### config.mk
export PLATFORM = sky130hd
export DESIGN_NAME = id_stage_pipe
export DESIGN_NICKNAME = d
export VERILOG_FILES = /design/src/rtl/id_stage_pipe.sv
export SDC_FILE = /design/constraint.sdc
export NUM_CORES = 2
export LEC_CHECK = 0
export CAP_MARGIN = 20
export CORE_ASPECT_RATIO = 1.1
export CORE_MARGIN = 3
export CORE_UTILIZATION = 42
export CTS_CLUSTER_DIAMETER = 100
export CTS_CLUSTER_SIZE = 12
export DETAILED_ROUTE_END_ITERATION = 8
export SLEW_MARGIN = 15
export SYNTH_ARGS = -nofsm -noshare
export SYNTH_HDL_FRONTEND = slang
export SYNTH_SLANG_ARGS = --single-unit
### constraint.sdc
create_clock -name clk -period 2.8 [get_ports clk]
set_clock_uncertainty 0.1 [all_clocks]
set_input_delay 0.42 -clock clk [delete_from_list [all_inputs] [get_ports clk]]
set_output_delay 0.42 -clock clk [all_outputs]
set_load 0.02 [all_outputs]
### src/rtl/id_stage_pipe.sv
// id_stage_pipe - MIPS decode stage with the ID/EX pipeline register.
//
// Purpose:
//   Splits instr_d into its fields and reads the register file for rs and rt.
//   A write-back to the same register in the same cycle is forwarded into the
//   read data. A load in EX whose destination matches rs or rt is a load-use
//   hazard: the stage asks IF/ID to stall and sends a bubble into EX. All
//   results go into the ID/EX register, which has hold and flush control.
//
// Ports:
//   clk, rst_n            clock, asynchronous active-low reset
//   instr_d/instr_valid_d instruction in ID and its valid flag
//   cs_d                  external control bundle for instr_d, passed through
//   wb_we/wb_addr/wb_data register-file write port from write-back
//   ex_mem_read/ex_dst    load-in-EX flag and its destination register
//   hold                  downstream stall; the ID/EX register keeps its value
//   flush                 squash the instruction in ID
//   stall_id              combinational; IF/ID and PC must hold
//   ex_*                  ID/EX register outputs

module id_stage_pipe #(
    parameter int DATA_W   = 32,
    parameter int REG_AD   = 5,
    parameter int CS_W     = 16,
    parameter bit SEXT_IMM = 1'b1
) (
    input  logic              clk,
    input  logic              rst_n,
    input  logic [DATA_W-1:0] instr_d,
    input  logic              instr_valid_d,
    input  logic [CS_W-1:0]   cs_d,
    input  logic              wb_we,
    input  logic [REG_AD-1:0] wb_addr,
    input  logic [DATA_W-1:0] wb_data,
    input  logic              ex_mem_read,
    input  logic [REG_AD-1:0] ex_dst,
    input  logic              hold,
    input  logic              flush,
    output logic              stall_id,
    output logic              ex_valid,
    output logic [CS_W-1:0]   ex_cs,
    output logic [DATA_W-1:0] ex_rs_data,
    output logic [DATA_W-1:0] ex_rt_data,
    output logic [REG_AD-1:0] ex_rs,
    output logic [REG_AD-1:0] ex_rt,
    output logic [REG_AD-1:0] ex_rd,
    output logic [DATA_W-1:0] ex_imm,
    output logic [25:0]       ex_index
);

    localparam int NREG = 1 << REG_AD;

    // Field extraction; addresses wider than 5 bits are zero-padded.
    logic [REG_AD-1:0] rs, rt, rd;
    logic [15:0]       imm16;
    logic [DATA_W-1:0] imm_ext;

    assign rs    = REG_AD'(instr_d[25:21]);
    assign rt    = REG_AD'(instr_d[20:16]);
    assign rd    = REG_AD'(instr_d[15:11]);
    assign imm16 = instr_d[15:0];

    always_comb begin
        if (SEXT_IMM) imm_ext = {{(DATA_W-16){imm16[15]}}, imm16};
        else          imm_ext = {{(DATA_W-16){1'b0}}, imm16};
    end

    // Register file. Entry 0 is never written, so it reads 0 from reset onward.
    logic [DATA_W-1:0] rf_q [NREG];
    logic [DATA_W-1:0] rf_d [NREG];
    logic              wb_hit;

    assign wb_hit = wb_we && (wb_addr != '0);

    always_comb begin
        rf_d = rf_q;
        if (wb_hit) rf_d[wb_addr] = wb_data;
    end

    always_ff @(posedge clk or negedge rst_n) begin
        if (!rst_n) begin
            for (int i = 0; i < NREG; i++) rf_q[i] <= '0;
        end else begin
            rf_q <= rf_d;
        end
    end

    // Write-back bypass, so a read in the same cycle as the write sees the new value.
    logic [DATA_W-1:0] rs_data, rt_data;

    assign rs_data = (wb_hit && (wb_addr == rs)) ? wb_data : rf_q[rs];
    assign rt_data = (wb_hit && (wb_addr == rt)) ? wb_data : rf_q[rt];

    // Load-use hazard. rt is compared even for formats that do not read it.
    logic hazard;

    assign hazard   = instr_valid_d && ex_mem_read && (ex_dst != '0) &&
                      ((ex_dst == rs) || (ex_dst == rt));
    assign stall_id = hold || (hazard && !flush);

    // ID/EX register
    logic              ex_valid_q,   ex_valid_d;
    logic [CS_W-1:0]   ex_cs_q,      ex_cs_d;
    logic [DATA_W-1:0] ex_rs_data_q, ex_rs_data_d;
    logic [DATA_W-1:0] ex_rt_data_q, ex_rt_data_d;
    logic [REG_AD-1:0] ex_rs_q,      ex_rs_d;
    logic [REG_AD-1:0] ex_rt_q,      ex_rt_d;
    logic [REG_AD-1:0] ex_rd_q,      ex_rd_d;
    logic [DATA_W-1:0] ex_imm_q,     ex_imm_d;
    logic [25:0]       ex_index_q,   ex_index_d;

    always_comb begin
        ex_valid_d   = ex_valid_q;
        ex_cs_d      = ex_cs_q;
        ex_rs_data_d = ex_rs_data_q;
        ex_rt_data_d = ex_rt_data_q;
        ex_rs_d      = ex_rs_q;
        ex_rt_d      = ex_rt_q;
        ex_rd_d      = ex_rd_q;
        ex_imm_d     = ex_imm_q;
        ex_index_d   = ex_index_q;
        if (!hold) begin
            if (flush) begin
                ex_valid_d   = 1'b0;
                ex_cs_d      = '0;
                ex_rs_data_d = '0;
                ex_rt_data_d = '0;
                ex_rs_d      = '0;
                ex_rt_d      = '0;
                ex_rd_d      = '0;
                ex_imm_d     = '0;
                ex_index_d   = '0;
            end else if (hazard) begin
                // Bubble: clearing cs keeps EX from acting on stale controls.
                ex_valid_d = 1'b0;
                ex_cs_d    = '0;
            end else begin
                ex_valid_d   = instr_valid_d;
                ex_cs_d      = cs_d;
                ex_rs_data_d = rs_data;
                ex_rt_data_d = rt_data;
                ex_rs_d      = rs;
                ex_rt_d      = rt;
                ex_rd_d      = rd;
                ex_imm_d     = imm_ext;
                ex_index_d   = instr_d[25:0];
            end
        end
    end

    always_ff @(posedge clk or negedge rst_n) begin
        if (!rst_n) begin
            ex_valid_q   <= 1'b0;
            ex_cs_q      <= '0;
            ex_rs_data_q <= '0;
            ex_rt_data_q <= '0;
            ex_rs_q      <= '0;
            ex_rt_q      <= '0;
            ex_rd_q      <= '0;
            ex_imm_q     <= '0;
            ex_index_q   <= '0;
        end else begin
            ex_valid_q   <= ex_valid_d;
            ex_cs_q      <= ex_cs_d;
            ex_rs_data_q <= ex_rs_data_d;
            ex_rt_data_q <= ex_rt_data_d;
            ex_rs_q      <= ex_rs_d;
            ex_rt_q      <= ex_rt_d;
            ex_rd_q      <= ex_rd_d;
            ex_imm_q     <= ex_imm_d;
            ex_index_q   <= ex_index_d;
        end
    end

    assign ex_valid   = ex_valid_q;
    assign ex_cs      = ex_cs_q;
    assign ex_rs_data = ex_rs_data_q;
    assign ex_rt_data = ex_rt_data_q;
    assign ex_rs      = ex_rs_q;
    assign ex_rt      = ex_rt_q;
    assign ex_rd      = ex_rd_q;
    assign ex_imm     = ex_imm_q;
    assign ex_index   = ex_index_q;

endmodule

Word level (Yosys, flattened, before mapping)
Cells that the tools add are included.
{"block": "word_totals", "regBits": 1178, "latch_bits": 0, "mem_bits_rw": 0, "mem_bits_ro": 0, "wordCells": 97, "memories": 0}
{"block": "op_classes", "add_sub_neg": 0, "mul": 0, "div": 0, "magnitude_cmp": 4, "eq_ne": 5, "shifts": 0, "mux": 29, "bitwise_logic": 4, "reduce_logical": 14}
{"cell": "$bwmux W1024", "n": 1}
{"cell": "$mux W32", "n": 13}
{"cell": "$bmux W32 S5", "n": 2}
{"cell": "$demux W32 S5", "n": 1}
{"cell": "$mux W26", "n": 2}
{"cell": "$mux W16", "n": 2}
{"cell": "$mux W5", "n": 6}
{"cell": "$eq A5 B5 Y1", "n": 4}
{"cell": "$ge A6 B6 Y1 const B", "n": 3}
{"cell": "$not A5 Y6", "n": 3}
{"cell": "$reduce_bool A5 Y1", "n": 2}
{"cell": "$logic_and A1 B1 Y1", "n": 8}
{"cell": "$lt A6 B1 Y1 const B", "n": 1}
{"cell": "$logic_or A1 B1 Y1", "n": 2}
{"cell": "$mux W1", "n": 2}
{"cell": "$ne A2 B2 Y1 const B", "n": 1}
{"cell": "$reduce_and A2 Y1", "n": 1}
{"cell": "$logic_not A1 Y1", "n": 1}
{"cell": "$not A1 Y1", "n": 1}

Depth between registers and ports, before layout
{"block": "depth", "ltp_word": 7, "depth_mapped": 9, "ltp_nobuf": 6}

Worst setup path after synthesis
OpenSTA, ideal clock, no wires.
{"block": "synth_timing", "path_type": "input-to-output", "from": "input port instr_d[21]", "to": "output port stall_id", "arrival_time_ns": 1.985, "required_time_ns": 2.280, "slack_ns": 0.295, "stages": 8, "path_buffers": 3, "cell_sequence": "buf_2 -> xnor2_1 -> nand3_1 -> o22ai_1 -> nand2_1 -> buf_4 -> clkbuf_1 -> o21bai_1"}
{"block": "synth_via", "elab_chain_cells": 5}
{"element": "start, declared", "line": "29", "rtl": "input logic [DATA_W-1:0] instr_d,"}
{"element": "$eq A5 B5 Y1", "line": "98", "rtl": "((ex_dst == rs) || (ex_dst == rt));"}
{"element": "$logic_or A1 B1 Y1", "line": "98"}
{"element": "$logic_and A1 B1 Y1", "line": "97", "rtl": "assign hazard = instr_valid_d && ex_mem_read && (ex_dst != '0) &&"}
{"element": "$logic_and A1 B1 Y1", "line": "99", "rtl": "assign stall_id = hold || (hazard && !flush);"}
{"element": "$logic_or A1 B1 Y1", "line": "99"}
{"element": "end, declared", "line": "39", "rtl": "output logic stall_id,"}
No other way between the ends.

Final worst setup path
{"block": "layout_timing", "from": "input port ex_dst[0]", "to": "output port stall_id"}
{"block": "layout_via", "elab_chain_cells": 5, "elab_cells_between_ends": 8, "cone_classes": "2 x eq/ne; 6 x reduce/logical"}
{"element": "start, declared", "line": "36", "rtl": "input logic [REG_AD-1:0] ex_dst,"}
{"element": "$eq A5 B5 Y1 / $reduce_bool A5 Y1 (equally long branches)", "line": "98, 97"}
{"element": "$logic_or A1 B1 Y1 / $logic_and A1 B1 Y1 (equally long branches)", "line": "98, 97"}
{"element": "$logic_and A1 B1 Y1 (*)", "line": "97"}
{"element": "$logic_and A1 B1 Y1 (*)", "line": "99"}
{"element": "$logic_or A1 B1 Y1 (*)", "line": "99"}
Every way passes the cells marked *; elsewhere a longest branch is shown, timed or not.

==> impl_metrics.tcl <==
set metrics [dict create \
    status "finished clean" \
    synth_seq_cells 1131 \
    seq_area_frac_synth_pct 48.4 \
    pre_cts_ws_ns -0.467 \
    core_region_area_um2 138000 \
    min_path_type "input pin to flip-flop" \
    ios 252 \
    grt-ovfl-total 0 \
    required_ns 2.28 \
    detailedPlacementHpwl_um 125000 \
    drc 0 \
    critPathKind "input pin to primary output" \
    grt_pass1_vias 40600 \
    antenna_found_initial 2 \
    synthCells 3993 \
    cts_root_buf "clkbuf_16" \
    start_util_pct 42.3 \
    synth_edf_count 0 \
    combinationalPowerShare_pct 21.8 \
    yosys_warnings 0 \
    rsz0062_at_grt "false" \
    maxCapViolations 0 \
    routed_wl_um 192000 \
    cts_sinks 1131 \
    sequentialPowerShare_pct 48.7 \
    seq_area_um2 28300 \
    startpoint_type "input pin" \
    netSwitchingFraction_pct 27.6 \
    clock_latency_ns 0.73 \
    finalWorstSetupSlack_ns 0.148 \
    setup_viol 0 \
    rrSetupSlack_ns 0.89 \
    num_rows 143 \
    synth.distinct_cells 34 \
    die_w_um 362 \
    place.gp.congestion 0.832 \
    io_buffers 245 \
    dp_cells 5946 \
    synth_ff_type "dfrtp_1" \
    drive_above_1_share_pct 49.2 \
    synth_nets 4090 \
    grtUsageMet3_pct 3.69 \
    period_minus_slack_ns 2.65 \
    critPathArrivalTime_ns 2.13 \
    cts_tree "yes" \
    power_density_nw_per_um2 640 \
    met1_usage_pct 37.8 \
    post_drt_wl_per_cell_um 31.7 \
    grt_max_degree 109 \
    postRouteAntennaNets 0 \
    area_growth_pct 17.8 \
    min_period_over_period_pct 94.7 \
    grt_pass1_wl_um 285000 \
    design_area_um2 68900 \
    placed_area_um2 66100 \
    dr_total_vias 39200 \
    drtPass1Iterations 5 \
    final-instance-count-excl-fill 6062 \
    final_cell_mix "1131 x dfrtp_1, 992 x mux2_2, 512 x mux4_2, 259 x buf_4, 256 x o22ai_1" \
    ys_async_sr_fraction_pct 100 \
    max-vdd-ir-drop_uv 513 \
    track_usage_pct 26.9 \
    tns_ns 0 \
    post-cts-setup-buffers 0 \
    max_freq_mhz 377 \
    total_power_mw 44.1 \
    vias_per_cell 6.46 \
    avgSynthCellArea_um2 14.7 \
    h-tree-depth 3 \
    power.leakage_nw 28.9 \
    clkPwrFrac_pct 29.5 \
    crit_fanout 3 \
    clkTransAtPathRegs_ns 0.06 \
    numCtsBuffers 105 \
    holdWs_ns 0.0521 \
    grtUsageMet2_pct 43.1 \
    final_common_cell "dfrtp_1" \
    tightest_slew_ns 0.859 \
    multi_input_area_um2 28100 \
    cts_max_path_buffers 3 \
    p_int_mw 31.9 \
    report.final.hold_viol_count 0 \
    drt_iter0_markers 3687 \
    nFillCells 11700 \
    chipHeight_um 397 \
    drv_slew 0 \
    synth_area_um2 58500 \
    cp-end-kind "primary output" \
    p_switching_mw 12.2 \
    fin_util_pct 49.8 \
    dieArea_um2 144000 \
    nNetsFinal 4339 \
    relSlewSlack_pct 42.2 \
    grt-busiest-layer "met2" \
]
## timing repair
action,in CTS,in global routing
hold buffers,1,0
endpoints found under the hold margin,424,0
setup endpoints to repair,1,1
resized for setup,4,1
## cells in the mapped netlist (2+ instances only)
library cell / n / area (um^2)
a22oi_1: 26 / 195
buf_6: 8 / 90.1
o22ai_1: 257 / 1610
buf_1: 71 / 267
buf_2: 105 / 526
dfrtp_1: 1131 / 28300
o21ai_0: 26 / 130
nand3b_1: 74 / 556
nor3b_1: 4 / 30.0
xor2_1: 6 / 52.6
nand2_1: 113 / 424
mux2_2: 992 / 11200
xnor2_1: 14 / 123
mux4_2: 512 / 11500
nand4_1: 2 / 12.5
a22o_1: 17 / 149
or3b_2: 3 / 26.3
nor3_1: 3 / 15.0
clkbuf_1: 271 / 1020
nor2_1: 24 / 90.1
o2111ai_1: 64 / 561
nand3_1: 134 / 671
nor4_1: 64 / 400
buf_4: 60 / 450
or3_1: 3 / 18.8
## routing by layer
metal | up-vias | wire length, um | share of wire, %
met5 | - | 16 | 0.0083
met4 | 2 | 6850 | 3.6
met3 | 379 | 13000 | 6.7
met2 | 1568 | 91400 | 48
met1 | 21300 | 81000 | 42
li1 | 15900 | - | -
## worst paths after layout
check                      depth (start not counted)            end        from
max                                                6       stall_id   ex_dst[0]
min                                                3  ex_rt_data[0]        hold
max reg2reg                                        6  ex_rs_data[7]     rf_q[7]
min reg2reg                                        0     rf_q[1015]  rf_q[1015]
max in group asynchronous                          4      rf_q[428]       rst_n
min in group asynchronous                          2      rf_q[801]       rst_n
## cell families after synthesis
kind of cell / count (synthesis) / synth area share (%)
flip-flops: 1131 / 48.4
multiplexers: 1504 / 38.8
AO/OA/AOI/OAI: 395 / 4.63
AND/OR/NAND/NOR: 428 / 3.88
buffers and inverters: 515 / 4.02
XOR/XNOR: 20 / 0.299
## power groups by stage
stage,clock [mW],combinational [mW],sequential [mW]
2_1_floorplan,0,6.70,21.2
3_3_place_gp,0,9.48,21.5
3_5_place_dp,0,9.65,21.7
4_1_cts,13.3,9.67,21.4
5_1_grt,13.9,10.3,21.9
6_report,13.0,9.62,21.5
## sequential cells by signal, summed over array words and instances (netlist names)
| signal | flops |
|---|---|
| ex_cs | 16 |
| ex_imm | 12 |
| ex_index | 1 |
| ex_rd | 4 |
| ex_rs | 5 |
| ex_rs_data | 32 |
| ex_rt | 4 |
| ex_rt_data | 32 |
| ex_valid | 1 |
| rf_q | 1024 |
## cell type report
type / count / share of cell area (%)
antenna: 1 / 0.00363
clock buffer: 107 / 3.87
clock inverter: 7 / 0.147
multi-input combinational: 2347 / 40.7
sequential: 1131 / 41.1
tap: 1812 / 3.29
timing repair buffer: 657 / 10.9
## critical path: stages
cell and delay [ns]:
clkdlybuf4s50_1 0.48, or3_1 0.41, o311a_4 0.34, nand2_4 0.09, o21bai_2 0.09, clkdlybuf4s15_2 0.31
Power figures use the tool's default switching activity.
